**config.mk**
```make
export PLATFORM = sky130hd
export DESIGN_NAME = message_scroller
export DESIGN_NICKNAME = d
export VERILOG_FILES = /design/src/rtl/scroll_pkg.sv /design/src/rtl/button_debouncer.sv /design/src/rtl/message_scroller.sv
export SDC_FILE = /design/constraint.sdc
export NUM_CORES = 1
export LEC_CHECK = 0
export CORE_MARGIN = 5
export CORE_UTILIZATION = 45
export CTS_CLUSTER_SIZE = 25
export DETAILED_ROUTE_END_ITERATION = 8
export DONT_BUFFER_PORTS = 1
export GPL_ROUTABILITY_DRIVEN = 1
export GPL_TIMING_DRIVEN = 0
export PLACE_DENSITY = 0.64
export SLEW_MARGIN = 20
export SYNTH_ARGS = -nofsm -noshare
export SYNTH_HDL_FRONTEND = slang
export SYNTH_HIERARCHICAL = 1
export SYNTH_SLANG_ARGS = --single-unit
export TNS_END_PERCENT = 1
```
**constraint.sdc**
```tcl
create_clock -name clk -period 3.7 [get_ports clk]
set_input_delay 0.74 -clock clk [delete_from_list [all_inputs] [get_ports clk]]
set_output_delay 0.74 -clock clk [all_outputs]
set_load 0.03 [all_outputs]
```
**src/rtl/scroll_pkg.sv**
```systemverilog
// ---------------------------------------------------------------------------
// scroll_pkg
// Shared definitions for the message scroller: character width, the 4-bit
// character codes understood by the LED digit decoder, and the power-up
// message loaded into the scroller's register file on reset.
// ---------------------------------------------------------------------------
package scroll_pkg;

  localparam int CHAR_W      = 4;
  localparam int DEFAULT_LEN = 16;

  // Character codes as decoded by the downstream seven-segment driver.
  // Codes 0..14 are hex glyphs 0..E; code 15 lights no segments.
  typedef enum logic [CHAR_W-1:0] {
    CH_0     = 4'h0,
    CH_1     = 4'h1,
    CH_2     = 4'h2,
    CH_3     = 4'h3,
    CH_4     = 4'h4,
    CH_5     = 4'h5,
    CH_6     = 4'h6,
    CH_7     = 4'h7,
    CH_8     = 4'h8,
    CH_9     = 4'h9,
    CH_A     = 4'hA,
    CH_B     = 4'hB,
    CH_C     = 4'hC,
    CH_D     = 4'hD,
    CH_E     = 4'hE,
    CH_BLANK = 4'hF
  } char_code_e;

  // Power-up message: every code once, in ascending order.
  localparam logic [CHAR_W-1:0] DEFAULT_MSG [DEFAULT_LEN] = '{
    CH_0, CH_1, CH_2, CH_3, CH_4, CH_5, CH_6, CH_7,
    CH_8, CH_9, CH_A, CH_B, CH_C, CH_D, CH_E, CH_BLANK
  };

endpackage

```
**src/rtl/button_debouncer.sv**
```systemverilog
// ---------------------------------------------------------------------------
// button_debouncer
// Synchronizes a bouncing push-button into the clk domain, accepts a level
// change only after DEBOUNCE_CYCLES consecutive stable samples, and emits a
// single-cycle pulse when the accepted level goes from released to pressed.
//
// Ports:
//   clk       system clock
//   reset     asynchronous active-high reset
//   btn_raw   raw button input, asynchronous to clk
//   btn_pulse one-cycle pulse on each accepted press (release gives none)
// ---------------------------------------------------------------------------
module button_debouncer #(
  parameter int DEBOUNCE_CYCLES = 500_000
) (
  input  logic clk,
  input  logic reset,
  input  logic btn_raw,
  output logic btn_pulse
);

  localparam int CW = (DEBOUNCE_CYCLES > 2) ? $clog2(DEBOUNCE_CYCLES) : 1;
  localparam logic [CW-1:0] CNT_MAX = CW'(DEBOUNCE_CYCLES - 1);

  logic          btn_meta;
  logic          btn_sync;
  logic          stable;
  logic [CW-1:0] count;
  logic          differ;
  logic          accept;

  assign differ = (btn_sync != stable);
  assign accept = differ && (count == CNT_MAX);

  // Two-flop synchronizer; nothing downstream sees btn_raw directly.
  always_ff @(posedge clk or posedge reset) begin
    if (reset) begin
      btn_meta <= 1'b0;
      btn_sync <= 1'b0;
    end else begin
      btn_meta <= btn_raw;
      btn_sync <= btn_meta;
    end
  end

  // Any sample that agrees with the accepted level restarts the count, so
  // bounces shorter than DEBOUNCE_CYCLES never flip the stable level.
  // The pulse is raised in the same edge that flips stable 0->1.
  always_ff @(posedge clk or posedge reset) begin
    if (reset) begin
      stable    <= 1'b0;
      count     <= '0;
      btn_pulse <= 1'b0;
    end else begin
      btn_pulse <= accept && !stable;
      if (accept) begin
        stable <= ~stable;
        count  <= '0;
      end else if (differ) begin
        count  <= count + CW'(1);
      end else begin
        count  <= '0;
      end
    end
  end

endmodule

```
**src/rtl/message_scroller.sv**
```systemverilog
// ---------------------------------------------------------------------------
// message_scroller
// Holds a MSG_LEN-entry message of character codes and presents a 4-wide
// sliding window of it to the LED driver. The window advances on a debounced
// button press or on an auto-scroll timer; entries are writable at run time.
//
// Ports:
//   clk, reset        system clock, asynchronous active-high reset
//   btn_step          raw step button (bouncy, asynchronous)
//   auto_en           auto-scroll enable switch (asynchronous)
//   wr_en/addr/data   single-cycle message write port
//   char3..char0      registered window, char3 = msg[pos] (leftmost)
//   pos               current window start index
// ---------------------------------------------------------------------------
module message_scroller
  import scroll_pkg::*;
#(
  parameter int MSG_LEN         = 16,
  parameter int SCROLL_TICKS    = 25_000_000,
  parameter int DEBOUNCE_CYCLES = 500_000,
  localparam int AW             = $clog2(MSG_LEN)
) (
  input  logic              clk,
  input  logic              reset,
  input  logic              btn_step,
  input  logic              auto_en,
  input  logic              wr_en,
  input  logic [AW-1:0]     wr_addr,
  input  logic [CHAR_W-1:0] wr_data,
  output logic [CHAR_W-1:0] char3,
  output logic [CHAR_W-1:0] char2,
  output logic [CHAR_W-1:0] char1,
  output logic [CHAR_W-1:0] char0,
  output logic [AW-1:0]     pos
);

  localparam int TW = (SCROLL_TICKS > 2) ? $clog2(SCROLL_TICKS) : 1;
  localparam logic [TW-1:0] TICK_MAX = TW'(SCROLL_TICKS - 1);

  logic              btn_pulse;
  logic              auto_meta;
  logic              auto_sync;
  logic [TW-1:0]     timer;
  logic              tick_pulse;
  logic              step;
  logic [CHAR_W-1:0] msg [MSG_LEN];

  button_debouncer #(
    .DEBOUNCE_CYCLES(DEBOUNCE_CYCLES)
  ) u_debouncer (
    .clk      (clk),
    .reset    (reset),
    .btn_raw  (btn_step),
    .btn_pulse(btn_pulse)
  );

  // A coincident button press and timer wrap still give a single advance.
  assign tick_pulse = auto_sync && (timer == TICK_MAX);
  assign step       = btn_pulse || tick_pulse;

  // auto_en is a free-running switch, so it gets its own synchronizer.
  always_ff @(posedge clk or posedge reset) begin
    if (reset) begin
      auto_meta <= 1'b0;
      auto_sync <= 1'b0;
    end else begin
      auto_meta <= auto_en;
      auto_sync <= auto_meta;
    end
  end

  // Holding the timer at zero while disabled discards any partial period,
  // so re-enabling always waits a full SCROLL_TICKS before the first step.
  always_ff @(posedge clk or posedge reset) begin
    if (reset) begin
      timer <= '0;
    end else if (!auto_sync || (timer == TICK_MAX)) begin
      timer <= '0;
    end else begin
      timer <= timer + TW'(1);
    end
  end

  // MSG_LEN is a power of two, so natural overflow gives the modulo wrap.
  always_ff @(posedge clk or posedge reset) begin
    if (reset) begin
      pos <= '0;
    end else if (step) begin
      pos <= pos + AW'(1);
    end
  end

  // Message register file; reset reloads the default message.
  always_ff @(posedge clk or posedge reset) begin
    if (reset) begin
      for (int i = 0; i < MSG_LEN; i++) begin
        msg[i] <= DEFAULT_MSG[i % DEFAULT_LEN];
      end
    end else if (wr_en) begin
      msg[wr_addr] <= wr_data;
    end
  end

  // Window outputs are re-read every cycle, so writes and steps both show up
  // one edge after the register they touch has changed.
  always_ff @(posedge clk or posedge reset) begin
    if (reset) begin
      char3 <= DEFAULT_MSG[0];
      char2 <= DEFAULT_MSG[1 % DEFAULT_LEN];
      char1 <= DEFAULT_MSG[2 % DEFAULT_LEN];
      char0 <= DEFAULT_MSG[3 % DEFAULT_LEN];
    end else begin
      char3 <= msg[pos];
      char2 <= msg[pos + AW'(1)];
      char1 <= msg[pos + AW'(2)];
      char0 <= msg[pos + AW'(3)];
    end
  end

endmodule

```
* After elaboration in Yosys (flattened, before gate mapping)
Cells that the tools add are included.
** Operators by class
- $add $sub $neg :: 5
- $lt $le $gt $ge :: 6
- Equality and inequality tests :: 3
- Muxes and demuxes :: 18
- Bitwise gates (word level) :: 6
- Reduce and logical (&&, ||, !) cells :: 8
** Operators with widths (number)
- binary-select mux 4 bit (select 4 bit) :: 4
- bitwise mux 64 bit :: 1
- two-way mux 19 bit :: 2
- two-way mux 4 bit :: 9
- adder 25 x 1 -> 25 bit, second input constant :: 1
- == test 25 bit, second input constant :: 1
- greater-or-equal comparator 5 bit, second input constant :: 5
- two-way mux 25 bit :: 1
- NOT 4 -> 5 bit :: 5
- adder 19 x 1 -> 19 bit, second input constant :: 1
- == test 19 bit, second input constant :: 1
- demux 4 bit (select 4 bit) :: 1
- adder 4 x 2 -> 4 bit, second input constant :: 2
- less-than comparator 5 x 1 -> 1 bit, second input constant :: 1
- adder 4 x 1 -> 4 bit, second input constant :: 1
- logical AND 1 bit :: 4
- logical NOT 1 bit :: 2
- logical OR 1 bit :: 2
- != test 1 bit :: 1
- NOT 1 bit :: 1
** Storage, ports and cells
- Register bits after elaboration :: 134
- Word-level logic and storage cells :: 75

* Logic depth before layout (Yosys ltp)
Gate-level depths: netlist of the first run.
- Word-level depth :: 6
- Mapped depth :: 10
- Mapped depth without buffers :: 6

* Hierarchy
Netlist of the first run, hierarchy kept.
** By module, submodules not included
- message_scroller :: times used 1, cells each 461, area each 6399.9 um2, seq. area each 2822.7 um2
- button_debouncer :: times used 1, cells each 104, area each 1092.3 um2, seq. area each 575.6 um2

* Least setup slack after synthesis of the first run
OpenSTA, ideal clock, no wires.
- Kind :: reg-to-reg
- From :: register pos[1]
- To :: register char1[2]
- Library setup time :: 0.138 ns
- Arrival :: 3.144 ns
- Data required time :: 3.562 ns
- Path slack :: 0.418 ns
- Cell stages (with the launch flop) :: 8
- Buffers on the path :: 3
- Path through :: dfrtp_1 > clkbuf_1 > inv_1 > ha_1 > clkbuf_1 > buf_1 > mux4_2 > mux4_2
** On the way
- Longest elaborated chain between the ends :: 5
** Ends and longest elaborated chain
- start: declaration :: line message_scroller.sv:34 : output logic [AW-1:0] pos
- start signal: assignment :: line message_scroller.sv:89 : pos <= pos + AW'(1);
- adder 4 x 2 -> 4 bit :: line message_scroller.sv:115 : char1 <= msg[pos + AW'(2)];
- NOT 4 -> 5 bit (implied by the code) :: line message_scroller.sv:115
- binary-select mux 4 bit (select 4 bit) :: line message_scroller.sv:115
- two-way mux 4 bit (implied by the code) (2 in series) :: line message_scroller.sv:115
- end signal: assignment :: line message_scroller.sv:110 : char1 <= DEFAULT_MSG[2 % DEFAULT_LEN];
- end signal: assignment :: line message_scroller.sv:115
- end: declaration :: line message_scroller.sv:32 : output logic [CHAR_W-1:0] char1,
No other way between the ends. The select of a mux whose other input is x is not followed.
A chain may end at the register's enable or synchronous reset.

* Final worst setup path of the first run
- From :: register pos[1]
- To :: register char1[1]
Same word-level chain as after synthesis.

==> impl_metrics.py, run 1 <==
metrics = {
    "power": {
        "power_density_nw_per_um2": 512,
        "ir_drop_mv": 0.463,
        "cellLeakagePower_nw": 3.16,
        "total_power_w": 0.00429,
    },
    "final_layout": {
        "final_common_cell": "dfrtp_1",
        "drive_above_1_share": 0.368,
        "fillers": 1412,
        "stdcell_area_um2": 8390,
        "mostFrequentLayoutCells": "98 x dfrtp_1, 65 x mux2_2, 64 x mux4_2",
        "finalCoreUtilization": 0.509,
        "area.growth.synth_to_final_pct": 11.9,
        "final_cells": 818,
        "nets": 604,
        "diodes": 0,
    },
    "clock_network": {
        "cts_made_buffers": 17,
        "clkLatencyLatePin_ps": 430,
        "cts.sink_count": 134,
        "cts_tree": "yes",
        "ctsHtreeMaxLevel": 4,
        "clk_pin_slew_ps": 60,
        "cts_buffer_depth": 2,
        "clock-root-buffer": "clkbuf_16",
        "hold_buffers": 0,
    },
    "yosys": {
        "yosysWarnings": 6,
        "ys_seq_elements": 134,
        "syn_nets": 584,
        "synth_edf_count": 0,
        "async_flop_share": 1.00,
        "synth_cell_type_count": 43,
        "synth_area_per_cell_um2": 13.3,
        "ys_seq_area_frac": 0.454,
        "netlist_area_um2": 7490,
        "syn_inst": 565,
        "synthFlopType": "dfrtp_1",
    },
    "setup_path": {
        "crit_arrival_ps": 3860,
        "path_max_fanout": 10,
        "crit_chain": "clkbuf_2, inv_1, ha_1, clkbuf_1, buf_2, mux4_2, mux4_2",
        "critical_path_class": "reg -> reg",
        "cpPeakStageDelay_ps": 600,
        "worst-endpoint-required_ps": 4020,
        "endpoint_kind": "flip-flop",
        "cp_slowest_cell": "dfrtp_1",
        "start_kind": "flip-flop",
        "crit_top_cell": "mux4_2",
    },
    "global_routing": {
        "antenna_found_initial": 0,
        "grt_pass1_vias": 5314,
        "grt_usage": 0.191,
        "grt_remaining_overflow": 0,
        "grt_max_degree": 57,
        "grt_pass1_wl_mm": 28.9,
    },
    "die": {
        "coreArea_um2": 16500,
        "die_y_um": 139,
        "ios": 33,
        "die_x_um": 139,
        "initial_core_util": 0.455,
        "die_area_um2": 19300,
        "rows": 47,
    },
    "job": {
        "maxCapViolCount": 0,
    },
    "timing": {
        "slew_violations": 0,
        "fin_crit_sh": 0.957,
        "hold_violations": 0,
        "setup_viol": 0,
        "layout_min_cycle_time_ps": 3540,
        "rsz0062_at_grt": "yes",
        "worst_slack_ps": 157,
        "maxSlewHeadroom": 0.444,
        "fmax_ghz": 0.282,
        "finalClockSkew_ps": 9.88,
        "worstMarginPinSlew_ps": 833,
    },
    "drt": {
        "viasPerCell": 6.12,
        "ant_nets": 0,
        "first_pass_iters": 4,
        "drtIter0Drc": 343,
        "wl_per_cell_um": 21.3,
        "wl_met3_mm": 1.27,
        "routed.top_layer": "met4",
        "vias": 5010,
        "drcViolationCount": 0,
        "wl_met2_mm": 8.50,
        "wl_met1_mm": 7.25,
        "wl_mm": 17.4,
    },
    "placement": {
        "place_area_um2": 7800,
        "io_buffers": 0,
        "dp.cells": 786,
        "gp_congestion": 0.862,
        "hpwlAfterDp_mm": 13.0,
        "pre_cts_ws_ps": -401,
    },
    "hold_path": {
        "min_path_type": "in -> async",
    },
    "outcome": {
        "status": "finished clean",
    },
}
==> cell type report <==
| class | instances | area, um^2 | area share |
|---|---|---|---|
| timing repair buffer | 1 | 27.5 | 0.00328 |
| tap | 220 | 275 | 0.0328 |
| buffer | 28 | 135 | 0.0161 |
| multi-input combinational | 394 | 3930 | 0.469 |
| sequential | 134 | 3400 | 0.405 |
| inverter | 9 | 38.8 | 0.00462 |
| clock buffer | 19 | 433 | 0.0516 |
| clock inverter | 13 | 149 | 0.0178 |
==> final timing paths <==
kind	slack, ps	depth (start not counted)	to	start
worst min-delay path	200	1	auto_meta	reset
worst max-delay path	160	7	char1[1]	pos[1]
worst min register to register	350	0	auto_sync	auto_meta
min in group clk	340	0	auto_meta	auto_en
max in group asynchronous	2780	2	msg[38]	reset
worst max register to register	160	7	char1[1]	pos[1]
==> state kept, by name, indices dropped and copies added, names as in the netlist <==
name,cells
auto_meta,1
auto_sync,1
char0,4
char1,4
char2,4
char3,4
msg,64
pos,4
timer,25
u_debouncer/btn_meta,1
u_debouncer/btn_pulse,1
u_debouncer/btn_sync,1
u_debouncer/count,19
u_debouncer/stable,1
==> timing repair <==
action | in CTS | in global routing
gates resized for setup | 3 | 2
endpoints found under the setup margin | 11 | 10
endpoints found under the hold margin | 0 | 0
gates cloned | 0 | 0
setup buffers | 0 | 0
pin swaps | 0 | 0
==> per-stage QoR <==
stage	setup TNS (ps)	hold slack, ps
detailed placement	-2100	335
CTS	0	220
floorplan	0	331
global placement	-77750	336
finish	0	205
global route	-263	249
==> worst max-delay path, delay by kind of cell, from the launching register on <==
family | cells | cell delay (ps)
adders and majority gates | 1 | 310
DFF | 1 | 600
buffers and inverters | 4 | 1440
muxes | 2 | 1090
==> cells by family (layout without fill, tap and decap cells) <==
kind of cell    after synthesis  count (layout)  share of synthesized area
mux                         154             154                      0.323
buf+inv                      37              70                     0.0219
simple gates                155             155                      0.113
fa+ha+maj                     6               6                     0.0100
flops                       134             134                      0.454
xor+xnor                     35              35                     0.0409
compound gates               44              44                     0.0367
==> power by group <==
group | switching (W) | internal (W)
sequential | 0.000308 | 0.00175
clock | 0.000658 | 0.000999
combinational | 0.000200 | 0.000379
==> per-layer routing <==
metal | GRT usage | vias up
met1 | 0.247 | 2586
li1 | - | 2208
met5 | 0 | -
met4 | 0.0716 | 0
met2 | 0.305 | 188
met3 | 0.0597 | 28
==> cells in the mapped netlist (2+ instances only) <==
cell type,n,share of area
nand4_1,14,0.012
mux4_2,64,0.19
buf_2,10,0.0067
or3_1,11,0.0092
nor3_1,4,0.0027
nor2b_1,6,0.0050
xor2_1,19,0.022
a21oi_1,20,0.013
mux2_2,65,0.098
ha_1,6,0.010
o31ai_1,9,0.0090
and4_1,7,0.0082
clkbuf_1,14,0.0070
or4_4,2,0.0030
dfrtp_1,98,0.33
nor4_1,3,0.0025
xnor2_1,16,0.019
inv_1,9,0.0045
or4_1,11,0.011
and2_1,2,0.0017
nand2b_1,5,0.0042
nand3_1,15,0.010
nand3b_1,2,0.0020
a211oi_1,4,0.0040
o21ai_0,7,0.0047
or4b_1,2,0.0027
mux2i_1,25,0.033
o31a_1,2,0.0023
dfstp_2,36,0.13
nand2_1,24,0.012
nor2_1,41,0.021
(Power assumes the default switching activity.)
==> run 2: changes to the inputs <==
- ABC_CLOCK_PERIOD_IN_PS: default -> 3700
- CORE_MARGIN: 5 -> 10
==> run 2 against run 1 <==
Effect of this change:
- via count is 0.44% higher
- flip-flop and latch count stayed put
- worst setup slack better by 100 ps
- utilization is 0.13 points lower
- highest routed layer unchanged
==> impl_metrics.py, run 2 (synthesized netlist as in run 1, its figures left out) <==
metrics = {
    "outcome": {
        "status": "finished clean",
    },
    "drt": {
        "ant_nets": 0,
        "wl_per_cell_um": 22.1,
        "first_pass_iters": 5,
        "wl_mm": 18.1,
        "viasPerCell": 6.16,
        "drtIter0Drc": 393,
        "vias": 5032,
        "drcViolationCount": 0,
    },
    "power": {
        "clkPwrFrac": 0.377,
        "internal_power_w": 0.00309,
        "seq_power_share": 0.485,
        "switching_power_w": 0.00116,
        "combPwrFrac": 0.138,
        "power_density_nw_per_um2": 508,
        "switching_share": 0.274,
        "ir_drop_mv": 0.377,
        "cellLeakagePower_nw": 3.15,
    },
    "global_routing": {
        "grt_remaining_overflow": 0,
        "antenna_found_initial": 0,
        "grt_usage": 0.171,
        "grt_pass1_vias": 5268,
        "grt_pass1_wl_mm": 29.4,
        "grt_max_degree": 57,
    },
    "final_layout": {
        "final_common_cell": "dfrtp_1",
        "regMostFlops": "msg",
        "largest_register_ffs": 64,
        "stdcell_area_um2": 8370,
        "nets": 603,
        "mostFrequentLayoutCells": "98 x dfrtp_1, 65 x mux2_2, 64 x mux4_2",
        "drive_above_1_share": 0.370,
        "top_regs": "msg (64), timer (25), u_debouncer/count (19)",
        "finalCoreUtilization": 0.508,
        "area.growth.synth_to_final_pct": 11.7,
        "diodes": 0,
    },
    "placement": {
        "hpwlAfterDp_mm": 13.1,
        "place_area_um2": 7800,
        "io_buffers": 0,
        "gp_congestion": 0.853,
    },
    "hold_path": {
        "min_path_type": "in -> async",
    },
    "timing": {
        "layout_min_cycle_time_ps": 3440,
        "fmax_ghz": 0.290,
        "slew_violations": 0,
        "maxSlewHeadroom": 0.422,
        "fin_crit_sh": 0.930,
        "rsz0062_at_grt": "no",
        "hold_violations": 0,
        "setup_viol": 0,
        "finalClockSkew_ps": 8.56,
        "worstMarginPinSlew_ps": 866,
    },
    "setup_path": {
        "start_kind": "flip-flop",
        "cp_slowest_cell": "dfrtp_1",
        "path_max_fanout": 12,
        "crit_top_cell": "buf_2",
        "endpoint_kind": "flip-flop",
        "worst-endpoint-required_ps": 3960,
        "critical_path_class": "reg -> reg",
        "crit_chain": "buf_2, buf_2, buf_2, inv_1, ha_2, clkbuf_2, mux4_2, mux2i_1, mux2i_1",
        "crit_arrival_ps": 3710,
        "cpPeakStageDelay_ps": 560,
    },
    "clock_network": {
        "clk_pin_slew_ps": 60,
        "cts_made_buffers": 17,
        "clock-root-buffer": "clkbuf_16",
        "cts_setup_buffers": 0,
        "clkLatencyLatePin_ps": 430,
        "ctsHtreeMaxLevel": 4,
        "cts_buffer_depth": 2,
        "cts.sink_count": 134,
        "cts_tree": "yes",
    },
    "die": {
        "rows": 47,
        "coreArea_um2": 16500,
        "die_y_um": 149,
        "ios": 33,
        "initial_core_util": 0.455,
        "die_area_um2": 22200,
        "die_x_um": 149,
    },
    "job": {
        "maxCapViolCount": 0,
    },
}
-- run 2: cell count changes in the layout (fill, tap and decap cells not counted), sizes merged --
| cell | previous run | this run |
|---|---|---|
| clkinv | 5 | 4 |
| clkbuf | 34 | 35 |
| clkinvlp | 3 | 4 |
| bufinv | 2 | 1 |
| inv | 12 | 11 |
-- run 2: stage by stage --
stage	std cells	setup TNS, ps	total power [W]	setup slack [ps]	hold slack [ps]
after detailed placement	786	-2700	0.00267	-333	341
after floorplan	565	0	0.00247	88.9	331
final	817	0	0.00425	258	213
after CTS	817	0	0.00429	138	239
after global placement	785	-82220	0.00262	-1070	338
after global routing	817	0	0.00444	77.5	244
-- run 2: power groups by stage --
stage          logic [W]  registers [W]  clock network (W)
2_1_floorplan   0.000487        0.00198                  0
3_3_place_gp    0.000566        0.00206                  0
3_5_place_dp    0.000588        0.00208                  0
4_1_cts         0.000591        0.00206            0.00164
5_1_grt         0.000633        0.00209            0.00171
6_report        0.000586        0.00206            0.00160
-- run 2: per-layer routing --
layer / global-route usage / part of all wire / vias to the layer above
met1: 0.211 / 0.41 / 2622
li1: - / - / 2204
met4: 0.0530 / 0.017 / 0
met5: 0 / 0 / -
met3: 0.0534 / 0.066 / 23
met2: 0.281 / 0.51 / 183
-- run 2: final cells by class --
| cell class | instances | area [um^2] |
|---|---|---|
| inverter | 9 | 38.8 |
| buffer | 27 | 131 |
| sequential | 134 | 3400 |
| multi-input combinational | 394 | 3930 |
| tap | 220 | 275 |
| fill | 1445 | 8100 |
| timing repair buffer | 1 | 27.5 |
| clock buffer | 21 | 460 |
| clock inverter | 11 | 101 |
-- run 2: worst max-delay path: cells and delay by family (launching register included) --
kind,cells,cell delay (ps)
buffers and inverters,5,1450
muxes,3,720
adders and majority gates,1,520
DFF,1,560
-- run 2: repair_timing --
| action | in CTS | in global routing |
|---|---|---|
| hold buffers | 0 | 0 |
| gates resized for setup | 3 | 3 |
| setup endpoints to repair | 11 | 6 |
-- run 2: worst paths after layout --
check                           from                   end  slack (ps)  cells past startpoint
max                           pos[0]              char0[2]         260                      9
min                            reset             auto_meta         210                      1
max reg2reg                   pos[0]              char0[2]         260                      9
min reg2reg                auto_meta             auto_sync         350                      0
max in group asynchronous      reset               msg[46]        2770                      2
min in group clk            btn_step  u_debouncer/btn_meta         340                      0
==> run 3: changes to the inputs <==
- ABC_AREA: default -> 0
- REMOVE_ABC_BUFFERS: default -> 1
==> run 3 against run 2 <==
Effect of this change:
- combinational power down 4.1%
- clock skew is 2.9 ps higher
- sequential share of layout area shrank 0.080 points
- register-to-register slack better by 30 ps
- count of clock-buffer cells in the layout down 1
- cell area rose by 0.34%
- hold slack got worse by 71 ps
- global-route usage shrank 1.8 points
- final cell count is 3.3% lower
- fmax grew 0.76%
- non-clock buffer count down 26
- critical endpoint is now char1[0]
==> impl_metrics.py, run 3 (synthesized netlist as in run 1, its figures left out) <==
metrics = {
    "timing": {
        "setup_viol": 0,
        "tns_ps": 0,
        "worstMarginPinSlew_ps": 1060,
        "hold_violations": 0,
        "finalClockSkew_ps": 11.5,
        "slew_violations": 0,
        "fin_crit_sh": 0.923,
        "rsz0062_at_grt": "no",
        "layout_min_cycle_time_ps": 3420,
        "worst_slack_ps": 284,
        "maxSlewHeadroom": 0.290,
        "fmax_ghz": 0.293,
    },
    "clock_network": {
        "cts_setup_buffers": 0,
        "ctsHtreeMaxLevel": 4,
        "cts_made_buffers": 17,
        "clock-root-buffer": "clkbuf_16",
        "clk_pin_slew_ps": 60,
        "cts_buffer_depth": 2,
        "hold_buffers": 0,
        "post_cts_resized": 0,
        "cts_tree": "yes",
        "clkLatencyLatePin_ps": 420,
        "cts.sink_count": 134,
    },
    "drt": {
        "vias": 4845,
        "viasPerCell": 6.13,
        "first_pass_iters": 5,
        "wl_mm": 16.4,
        "ant_nets": 0,
        "drtIter0Drc": 325,
        "wl_per_cell_um": 20.7,
        "drcViolationCount": 0,
    },
    "setup_path": {
        "crit_arrival_ps": 3700,
        "start_kind": "flip-flop",
        "ff2ff_setup_slack_ps": 280,
        "worst-endpoint-required_ps": 3980,
        "endpoint_kind": "flip-flop",
        "r2r-end": "char1[0]",
        "worst_r2r_path_depth": 4,
        "r2r_start": "pos[1]",
        "path_max_fanout": 16,
        "critical_path_class": "reg -> reg",
    },
    "global_routing": {
        "grt_remaining_overflow": 0,
        "grt_pass1_vias": 4856,
        "antenna_found_initial": 0,
        "grt_max_degree": 84,
        "grt_usage": 0.153,
        "grt_pass1_wl_mm": 27.0,
    },
    "placement": {
        "hpwlAfterDp_mm": 11.6,
        "pre_cts_ws_ps": 249,
        "place_area_um2": 7710,
        "io_buffers": 0,
        "gp_congestion": 0.859,
    },
    "final_layout": {
        "regMostFlops": "msg",
        "mostFrequentLayoutCells": "96 x dfrtp_1, 65 x mux2_2, 64 x mux4_2",
        "drive_above_1_share": 0.365,
        "largest_register_ffs": 64,
        "final_common_cell": "dfrtp_1",
        "finalCoreUtilization": 0.510,
        "diodes": 0,
        "top_regs": "msg (64), timer (25), u_debouncer/count (19)",
        "stdcell_area_um2": 8390,
        "nets": 577,
        "area.growth.synth_to_final_pct": 12.0,
    },
    "hold_path": {
        "min_path_type": "in -> async",
    },
    "die": {
        "die_area_um2": 22200,
        "initial_core_util": 0.455,
        "rows": 47,
        "ios": 33,
        "die_x_um": 149,
        "die_y_um": 149,
        "coreArea_um2": 16500,
    },
    "outcome": {
        "status": "finished clean",
    },
    "power": {
        "ir_drop_mv": 0.380,
        "cellLeakagePower_nw": 3.13,
        "power_density_nw_per_um2": 544,
    },
    "job": {
        "maxCapViolCount": 0,
    },
}
run 3: cell types whose count changed in the layout (fill, tap and decap cells not counted), moves of 2 or more:
cell | previous run | this run
clkbuf_2 | 4 | 0
bufinv_16 | 1 | 6
clkinvlp_4 | 4 | 2
buf_2 | 11 | 0
clkbuf_1 | 12 | 0
dfrtp_1 | 98 | 96
clkinv_2 | 3 | 1
run 3: worst max-delay path, stage by stage, from the launching register on:
cell and delay [ps]:
dfrtp_1 920, inv_1 210, ha_1 1060, mux4_2 620
mux4_2 480
run 3: layer usage:
metal	global-route usage	part of all wire	vias up
li1	-	-	2153
met1	0.195	0.43	2515
met5	0	0	-
met3	0.0394	0.057	28
met4	0.0554	0.021	0
met2	0.247	0.49	149
run 3: stage by stage:
| stage | total power (W) | cells | hold slack [ps] |
|---|---|---|---|
| final | 0.00457 | 790 | 142 |
| after global routing | 0.00474 | 790 | 149 |
| after CTS | 0.00460 | 790 | 137 |
| after detailed placement | 0.00263 | 759 | 338 |
| after global placement | 0.00259 | 757 | 333 |
| after floorplan | 0.00246 | 537 | 331 |
run 3: layout make-up:
cell class              instances  area, um^2
inverters                       9        38.8
flip-flops and latches        134        3400
clock inverters                11         218
clock buffers                  20         467
fillers                      1411        8070
well taps                     220         275
multi-input cells             394        3940
repair buffers                  2        55.1
run 3: worst max path at each step:
stage	start	to	slack, ps	cells past startpoint
after global routing	pos[1]	char1[0]	110	4
after global placement	pos[0]	char2[1]	-1660	4
after floorplan	pos[0]	char2[0]	-750	4
after CTS	pos[1]	char1[0]	230	4
final	pos[1]	char1[0]	280	4
after detailed placement	pos[1]	char1[0]	250	4
run 3: report_power, final:
| part | internal [W] | switching (W) |
|---|---|---|
| Combinational | 0.000376 | 0.000185 |
| Clock | 0.00132 | 0.000640 |
| Sequential | 0.00175 | 0.000300 |
